File: config.mk
export PLATFORM = sky130hd
export DESIGN_NAME = nubus_initiator
export DESIGN_NICKNAME = d
export VERILOG_FILES = /design/src/rtl/nubus_pkg.sv /design/src/rtl/nubus_sync2.sv /design/src/rtl/nubus_initiator.sv
export SDC_FILE = /design/constraint.sdc
export NUM_CORES = 1
export LEC_CHECK = 0
export CORE_AREA = 3 3 151 80
export DETAILED_ROUTE_END_ITERATION = 16
export DIE_AREA = 0 0 154 83
export GPL_TIMING_DRIVEN = 0
export SETUP_SLACK_MARGIN = 0.3
export SYNTH_ARGS = -nofsm -noshare
export SYNTH_HDL_FRONTEND = slang
export SYNTH_SLANG_ARGS = --single-unit
File: constraint.sdc
create_clock -name clk -period 3.4 [get_ports clk]
set_clock_uncertainty 0.2 [all_clocks]
set_input_delay 0.34 -clock clk [delete_from_list [all_inputs] [get_ports clk]]
set_output_delay 0.34 -clock clk [all_outputs]
set_load 0.03 [all_outputs]
File: src/rtl/nubus_pkg.sv
// rtl/nubus_pkg.sv - shared types and defaults for the NuBus slot initiator
package nubus_pkg;

  typedef enum logic [1:0] {
    ST_IDLE    = 2'd0,
    ST_ACCESS  = 2'd1,
    ST_RECOVER = 2'd2
  } nubus_state_e;

  localparam logic [7:0] SLOT_BASE_DEFAULT = 8'hF9;
  localparam logic [7:0] TIMEOUT_DEFAULT   = 8'd200;

  localparam int BE_LOWER = 0;
  localparam int BE_UPPER = 1;

  function automatic logic slot_hit(input logic [31:0] addr, input logic [7:0] base);
    return addr[31:24] == base;
  endfunction

endpackage

File: src/rtl/nubus_sync2.sv
// rtl/nubus_sync2.sv - two-flop synchronizer for a single asynchronous level
module nubus_sync2 #(
  parameter logic RESET_VAL = 1'b0
) (
  input  logic clk,
  input  logic reset,
  input  logic d,
  output logic q
);

  logic meta;

  always_ff @(posedge clk or posedge reset) begin
    if (reset) begin
      meta <= RESET_VAL;
      q    <= RESET_VAL;
    end else begin
      meta <= d;
      q    <= meta;
    end
  end

endmodule

File: src/rtl/nubus_initiator.sv
// rtl/nubus_initiator.sv - CPU-to-slot bridge: decode, select, wait for ack or timeout, recover
module nubus_initiator
  import nubus_pkg::*;
#(
  parameter logic [7:0] SLOT_BASE = SLOT_BASE_DEFAULT,
  parameter logic [7:0] TIMEOUT   = TIMEOUT_DEFAULT
) (
  input  logic        clk,
  input  logic        reset,
  input  logic        cpu_req,
  input  logic [31:0] cpu_addr,
  input  logic [15:0] cpu_wdata,
  input  logic [1:0]  cpu_be,
  input  logic        cpu_rw_n,
  output logic [15:0] cpu_rdata,
  output logic        cpu_ack,
  output logic        cpu_berr,
  output logic [31:0] slot_addr,
  output logic [15:0] slot_wdata,
  output logic [1:0]  slot_be,
  output logic        slot_rw_n,
  output logic        slot_select,
  input  logic [15:0] slot_rdata,
  input  logic        slot_ack_n,
  input  logic        slot_nmrq_n,
  output logic        irq_out
);

  localparam logic [7:0] LAST_COUNT = TIMEOUT - 8'd1;

  nubus_state_e state, state_next;
  logic         armed;
  logic [7:0]   count;

  logic req_go, start_hit, start_miss;
  logic ack_seen, timed_out, recover_done;

  logic       select_d, ack_d, berr_d, latch_req, capture_rd, count_clear;
  logic [7:0] count_d;
  logic       nmrq_sync_n;

  always_comb begin
    req_go       = (state == ST_IDLE) && cpu_req && armed;
    start_hit    = req_go && slot_hit(cpu_addr, SLOT_BASE);
    start_miss   = req_go && !slot_hit(cpu_addr, SLOT_BASE);
    ack_seen     = (state == ST_ACCESS) && !slot_ack_n;
    // ack in the final cycle still wins over the timeout
    timed_out    = (state == ST_ACCESS) && slot_ack_n && (count == LAST_COUNT);
    recover_done = (state == ST_RECOVER) && (slot_ack_n || (count == LAST_COUNT));
  end

  always_ff @(posedge clk or posedge reset) begin
    if (reset) begin
      state <= ST_IDLE;
    end else begin
      state <= state_next;
    end
  end

  always_comb begin
    state_next = state;
    case (state)
      ST_IDLE:    if (start_hit) state_next = ST_ACCESS;
      ST_ACCESS:  if (ack_seen || timed_out) state_next = ST_RECOVER;
      ST_RECOVER: if (recover_done) state_next = ST_IDLE;
      default:    state_next = ST_IDLE;
    endcase
  end

  always_comb begin
    select_d    = 1'b0;
    ack_d       = 1'b0;
    berr_d      = 1'b0;
    latch_req   = 1'b0;
    capture_rd  = 1'b0;
    count_clear = 1'b0;
    case (state)
      ST_IDLE: begin
        select_d    = start_hit;
        latch_req   = start_hit;
        berr_d      = start_miss;
        count_clear = 1'b1;
      end
      ST_ACCESS: begin
        select_d    = !(ack_seen || timed_out);
        ack_d       = ack_seen;
        berr_d      = timed_out;
        capture_rd  = ack_seen && slot_rw_n;
        count_clear = ack_seen || timed_out;
      end
      ST_RECOVER: begin
        count_clear = recover_done;
      end
      default: begin
        count_clear = 1'b1;
      end
    endcase
  end

  assign count_d = count_clear ? 8'd0 : count + 8'd1;

  // armed re-arms only after the CPU lets go of cpu_req, so one request issues once
  always_ff @(posedge clk or posedge reset) begin
    if (reset) begin
      armed <= 1'b1;
    end else if (!cpu_req) begin
      armed <= 1'b1;
    end else if (req_go) begin
      armed <= 1'b0;
    end
  end

  always_ff @(posedge clk or posedge reset) begin
    if (reset) begin
      count       <= 8'd0;
      slot_select <= 1'b0;
      cpu_ack     <= 1'b0;
      cpu_berr    <= 1'b0;
      cpu_rdata   <= 16'd0;
      slot_addr   <= 32'd0;
      slot_wdata  <= 16'd0;
      slot_be     <= 2'b00;
      slot_rw_n   <= 1'b1;
    end else begin
      count       <= count_d;
      slot_select <= select_d;
      cpu_ack     <= ack_d;
      cpu_berr    <= berr_d;
      if (capture_rd) begin
        cpu_rdata <= slot_rdata;
      end
      if (latch_req) begin
        slot_addr  <= cpu_addr;
        slot_wdata <= cpu_wdata;
        slot_be    <= cpu_be;
        slot_rw_n  <= cpu_rw_n;
      end
    end
  end

  nubus_sync2 #(
    .RESET_VAL (1'b1)
  ) u_nmrq_sync (
    .clk   (clk),
    .reset (reset),
    .d     (slot_nmrq_n),
    .q     (nmrq_sync_n)
  );

  assign irq_out = ~nmrq_sync_n;

endmodule

### Word-level counts from Yosys, hierarchy flattened

Cells that the tools add are included.

| word-level totals | value |
|---|---|
| register bits after elaboration | 83 |
| input port bits | 72 |

| cells by class | value |
|---|---|
| $add $sub $neg | 1 |
| eq/ne operators | 8 |
| mux-type cells | 13 |
| bitwise gates (word level) | 1 |
| reductions and logical operators | 16 |

Operator list:

| operator | count |
|---|---|
| == test 8 bit (second input constant) | 2 |
| logical AND 1 bit | 9 |
| adder 8 x 1 -> 8 bit (second input constant) | 1 |
| two-way mux 8 bit | 1 |
| two-way mux 2 bit | 3 |
| one-hot mux 1 bit (2 select lines) | 3 |
| one-hot mux 2 bit (3 select lines) | 1 |
| two-way mux 1 bit | 5 |
| inequality test 2 x 1 -> 1 bit (second input constant) | 2 |
| inequality test 2 bit (second input constant) | 2 |
| logical NOT 1 bit | 3 |
| AND reduction 3 bit | 1 |
| == test 2 x 1 -> 1 bit (second input constant) | 1 |
| == test 2 bit (second input constant) | 1 |
| logical NOT 2 bit | 1 |
| logical OR 1 bit | 2 |
| inverter 1 bit | 1 |

### Longest topological paths before layout

| depth | value |
|---|---|
| depth after elaboration | 6 |
| mapped depth | 6 |

### By module

Synthesis repeated with hierarchy kept, for this count alone.

| unflattened totals | value |
|---|---|
| cell total of the unflattened synthesis | 214 |
| area, all modules | 3229.3 um^2 |

By module, submodules not included:

| module | times used | cells each | area each (um^2) |
|---|---|---|---|
| nubus_initiator | 1 | 211 | 3173.0 |
| nubus_sync2 | 1 | 3 | 56.3 |

### Worst setup path after synthesis

No wires, ideal clock.

| path | value |
|---|---|
| path kind | register to register |
| start | register state[0] |
| end | register slot_addr[0] |
| library setup time | 125 ps |
| data arrival time | 1654 ps |
| data required time | 3075 ps |
| slack | 1421 ps |
| cell stages (with the launch flop) | 7 |
| clock period less this slack | 1979 ps |
| path through | dfrtp_1 inv_1 ha_1 nand3_1 nor3_4 buf_4 mux2_2 |

| on the way | value |
|---|---|
| cells in the longest elaborated chain, start to end | 5 |

Ends and longest elaborated chain:

| item | line | source |
|---|---|---|
| from (decl) | nubus_initiator.sv:31 | `nubus_state_e state, state_next;` |
| from (signal assigned) | nubus_initiator.sv:56 | `state <= state_next;` |
| logical NOT 2 bit * | nubus_initiator.sv:43, nubus_initiator.sv:77 |  |
| logical AND 1 bit (2 in series) | nubus_initiator.sv:43 | `req_go = (state == ST_IDLE) && cpu_req && armed;` |
| logical AND 1 bit | nubus_initiator.sv:44 | `start_hit = req_go && slot_hit(cpu_addr, SLOT_BASE);` |
| two-way mux 1 bit * | nubus_initiator.sv:77 | `case (state)` |
| to (signal assigned) | nubus_initiator.sv:133 | `slot_addr <= cpu_addr;` |
| to (decl) | nubus_initiator.sv:18 | `output logic [31:0] slot_addr,` |

Every way passes the cells marked *; elsewhere a longest branch is shown, timed or not.
A chain may end at the register's enable or synchronous reset.

### Worst setup path after layout

| path | value |
|---|---|
| start | register state[1] |
| end | register slot_addr[7] |

Same word-level chain as after synthesis.

==> metrics.md <==
| Metric | Value |
|---|---|
| Post-synthesis instance area | 3230 um2 |
| Crit path cell chain | inv_1 -> ha_1 -> nand3_1 -> nor3_4 -> buf_4 -> mux2_2 |
| Cts bufs inserted | 9 |
| Antenna Diode Count | 0 |
| Cts hold-fix bufs | 0 |
| Reg2reg start | state[1] |
| Setup Crit Path Kind | reg -> reg |
| Port buffer count | ~140 |
| Cell taking the most area after synthesis | dfrtp_1 |
| Die width | 154 um |
| Gate Count Post-Synth | around 210 |
| Core Region | 10800 um2 |
| Nature of the critical path endpoint | flop |
| Die area | 12800 um2 |
| Worst skew pair latency | 330 ps |
| Post-DP HPWL | 6080 um |
| Final non-filler cell total | 517 |
| Static power due to leakage | 0.00240 uW |
| First-pass GRT wire length | 12500 um |
| Critical path required time | between 3000 and 4000 ps |
| Dpl cell area | 4860 um2 |
| Fmax | approximately 450 MHz |
| Vias | 2188 |
| Hold Fails Final Rpt | 0 |
| Synth cell types | 31 |
| Arr. time, crit path | 2250 ps |
| Clock slew at reported path FFs | around 60 ps |
| Worst min path class | in -> async |
| Initial antenna violation count | 0 |
| Vias in the first global route | between 2k and 2.5k |
| Final Total Pwr | 2680 uW |
| 1st-pass router iterations | 4 |
| Synth top area cells | dfrtp_1 (61%), mux2_2 (21%), dfstp_2 (3.3%), ha_1 (2.3%), nor2_1 (1.2%) |
| Via density | 4.23 |
| Avg Cell Area, Syn | 15.1 um2 |
| Clock sinks | 83 |
| Status | completed |
| Hold Slack | approximately 94 ps |
| Die Ht | 83 um |
| DRT antenna net count | 0 |
| Mapped Nets | 291 |
| # rows | 27 |
| Tcrit/Tclk final | 65.9% |
| Final nets | 445 |
| Post-synth top area share | 61.3% |
| Final setup violation count | 0 |
| EDFF count, synth | 0 |
| Crit Path Max Fanout | 10 |
| Grt ovf | 0 |
| Share of layout cells above drive strength 1 | 25.8% |
| IO Pins | 143 |
| Post-layout instance area | 5160 um2 |
| Layout area overhead | 59.9% |
| Starting Density | 29.7% |
| Max Cap Viol | 0 |
| CTS root buf | clkbuf_16 |
| DRC Markers | 0 |
| Post-route setup slack | 1160 ps |
| Peak supply drop | 0.311 mV |
| Slew @ Worst Pin | 389 ps |
| CTS H-Tree Depth | 3 |
| PwrDens | 520 nW/um2 |
| # resized after CTS | 0 |
| Register bit total from synthesis | 83 |
| Critical path's top delay family | simple AND/OR/NAND/NOR gates |
| Tot GR Track Use | 12.4% |
| Async SR Flop Fraction | 100% |
| RSZ-0062 raised after global routing | no |
| Setup crit start kind | flop |
| Largest net degree at the start of global routing | 68 |
| CP Launch Point | state[1] |
| Post-synth top cells | dfrtp_1 (79), mux2_2 (61), nor2_1 (10) |
| Dpl ws | a little over 1000 ps |
| CP peak stage delay | around 400 ps |
| Max stage delay cell, worst path | nor3_4 |
| Post-CTS Setup Repair Bufs | 0 |
| Slew HR | 74.0% |
| Most common cell in the synthesized netlist | dfrtp_1 |
| Total wire length | between 7000 and 8000 um |
| DP Cell Count | 501 |
| Final slew viol count | 0 |
| FILL cells | 954 |
| YS warnings | 0 |
| Register area share after synthesis | roughly 65% |
| Avg WL per Cell | 15.0 um |
| Worst path buffer plus inverter count | 2 |
| DR iter-0 viols | 56 |
| Routability cong. | approximately 0.73 |
| CTS max path bufs | 2 |
| Top FF cell, synth | dfrtp_1 |
| Final Critical Period | 2240 ps |
| CTS tree | yes |
==> layer usage <==
layer / part of all wire [%] / GRT usage (%) / wire length (um)
met1: 38 / 13.4 / 2950
met2: 57 / 23.3 / 4420
met3: 3.6 / 3.70 / 279
met4: 1.5 / 4.09 / 120
met5: 0 / 0 / 0
==> cells in the final DEF (no fill, tap or decap), types with 2 or more instances in the layout <==
master / count
and3_1: 2
buf_4: 4
clkbuf_1: 3
clkbuf_16: 9
clkbuf_8: 2
clkdlybuf4s50_1: 142
dfrtp_1: 79
dfstp_2: 4
ha_1: 6
inv_1: 7
mux2_2: 61
nand3_1: 5
nand4_1: 2
nor2_1: 10
nor2b_1: 3
or2_2: 6
xnor2_1: 2
xor2_1: 4
==> through the flow <==
stage / util [%] / setup TNS (ps)
floorplan: - / 0
global placement: 44.5 / -33670
detailed placement: 44.8 / 0
CTS: 47.6 / 0
global route: 47.6 / 0
finish: 47.6 / 0
==> worst paths after layout <==
path	to	slack (ps)	depth (start not counted)
max	slot_addr[7]	1160	6
min	slot_wdata[11]	90	2
max reg2reg	slot_addr[7]	1160	6
min reg2reg	u_nmrq_sync.q	160	0
max in group asynchronous	slot_rw_n	2270	3
min in group clk	u_nmrq_sync.q	160	0
==> power by group <==
part	total (uW)	leakage, uW	internal (uW)	switching [uW]
logic	586	0.00112	285	301
clock network	966	0.000147	608	358
registers	1130	0.00113	1080	49.5
total	2680	0.00240	1970	708
==> logic make-up after synthesis <==
group	count (synthesis)	synth area share [%]
DFF	83	64.5
buffers and inverters	14	2.17
muxes	62	21.6
adders and majority gates	6	2.33
xor gates and xnor gates	6	1.63
and+or+nand+nor	35	6.21
AOI/OAI and AO/OA	7	1.51
==> registers in the layout (all words and copies together) (netlist names) <==
| name | cells |
|---|---|
| slot_rw_n | 1 |
| slot_be | 2 |
| cpu_berr | 1 |
| armed | 1 |
| cpu_ack | 1 |
| slot_select | 1 |
| state | 2 |
| u_nmrq_sync.q | 1 |
| count | 8 |
| slot_wdata | 16 |
| slot_addr | 32 |
| u_nmrq_sync.meta | 1 |
| cpu_rdata | 16 |
==> area by class of cell <==
class / instances / area, um2 / area share (%)
plain buffers: 6 / 40.0 / 0.776
clock buffers: 14 / 264 / 5.12
clock inverters: 2 / 35.0 / 0.679
inverters: 8 / 32.5 / 0.631
multi-input cells: 116 / 1070 / 20.8
flip-flops and latches: 83 / 2080 / 40.4
well taps: 145 / 181 / 3.52
repair buffers: 143 / 1450 / 28.1
(Power assumes the default switching activity.)
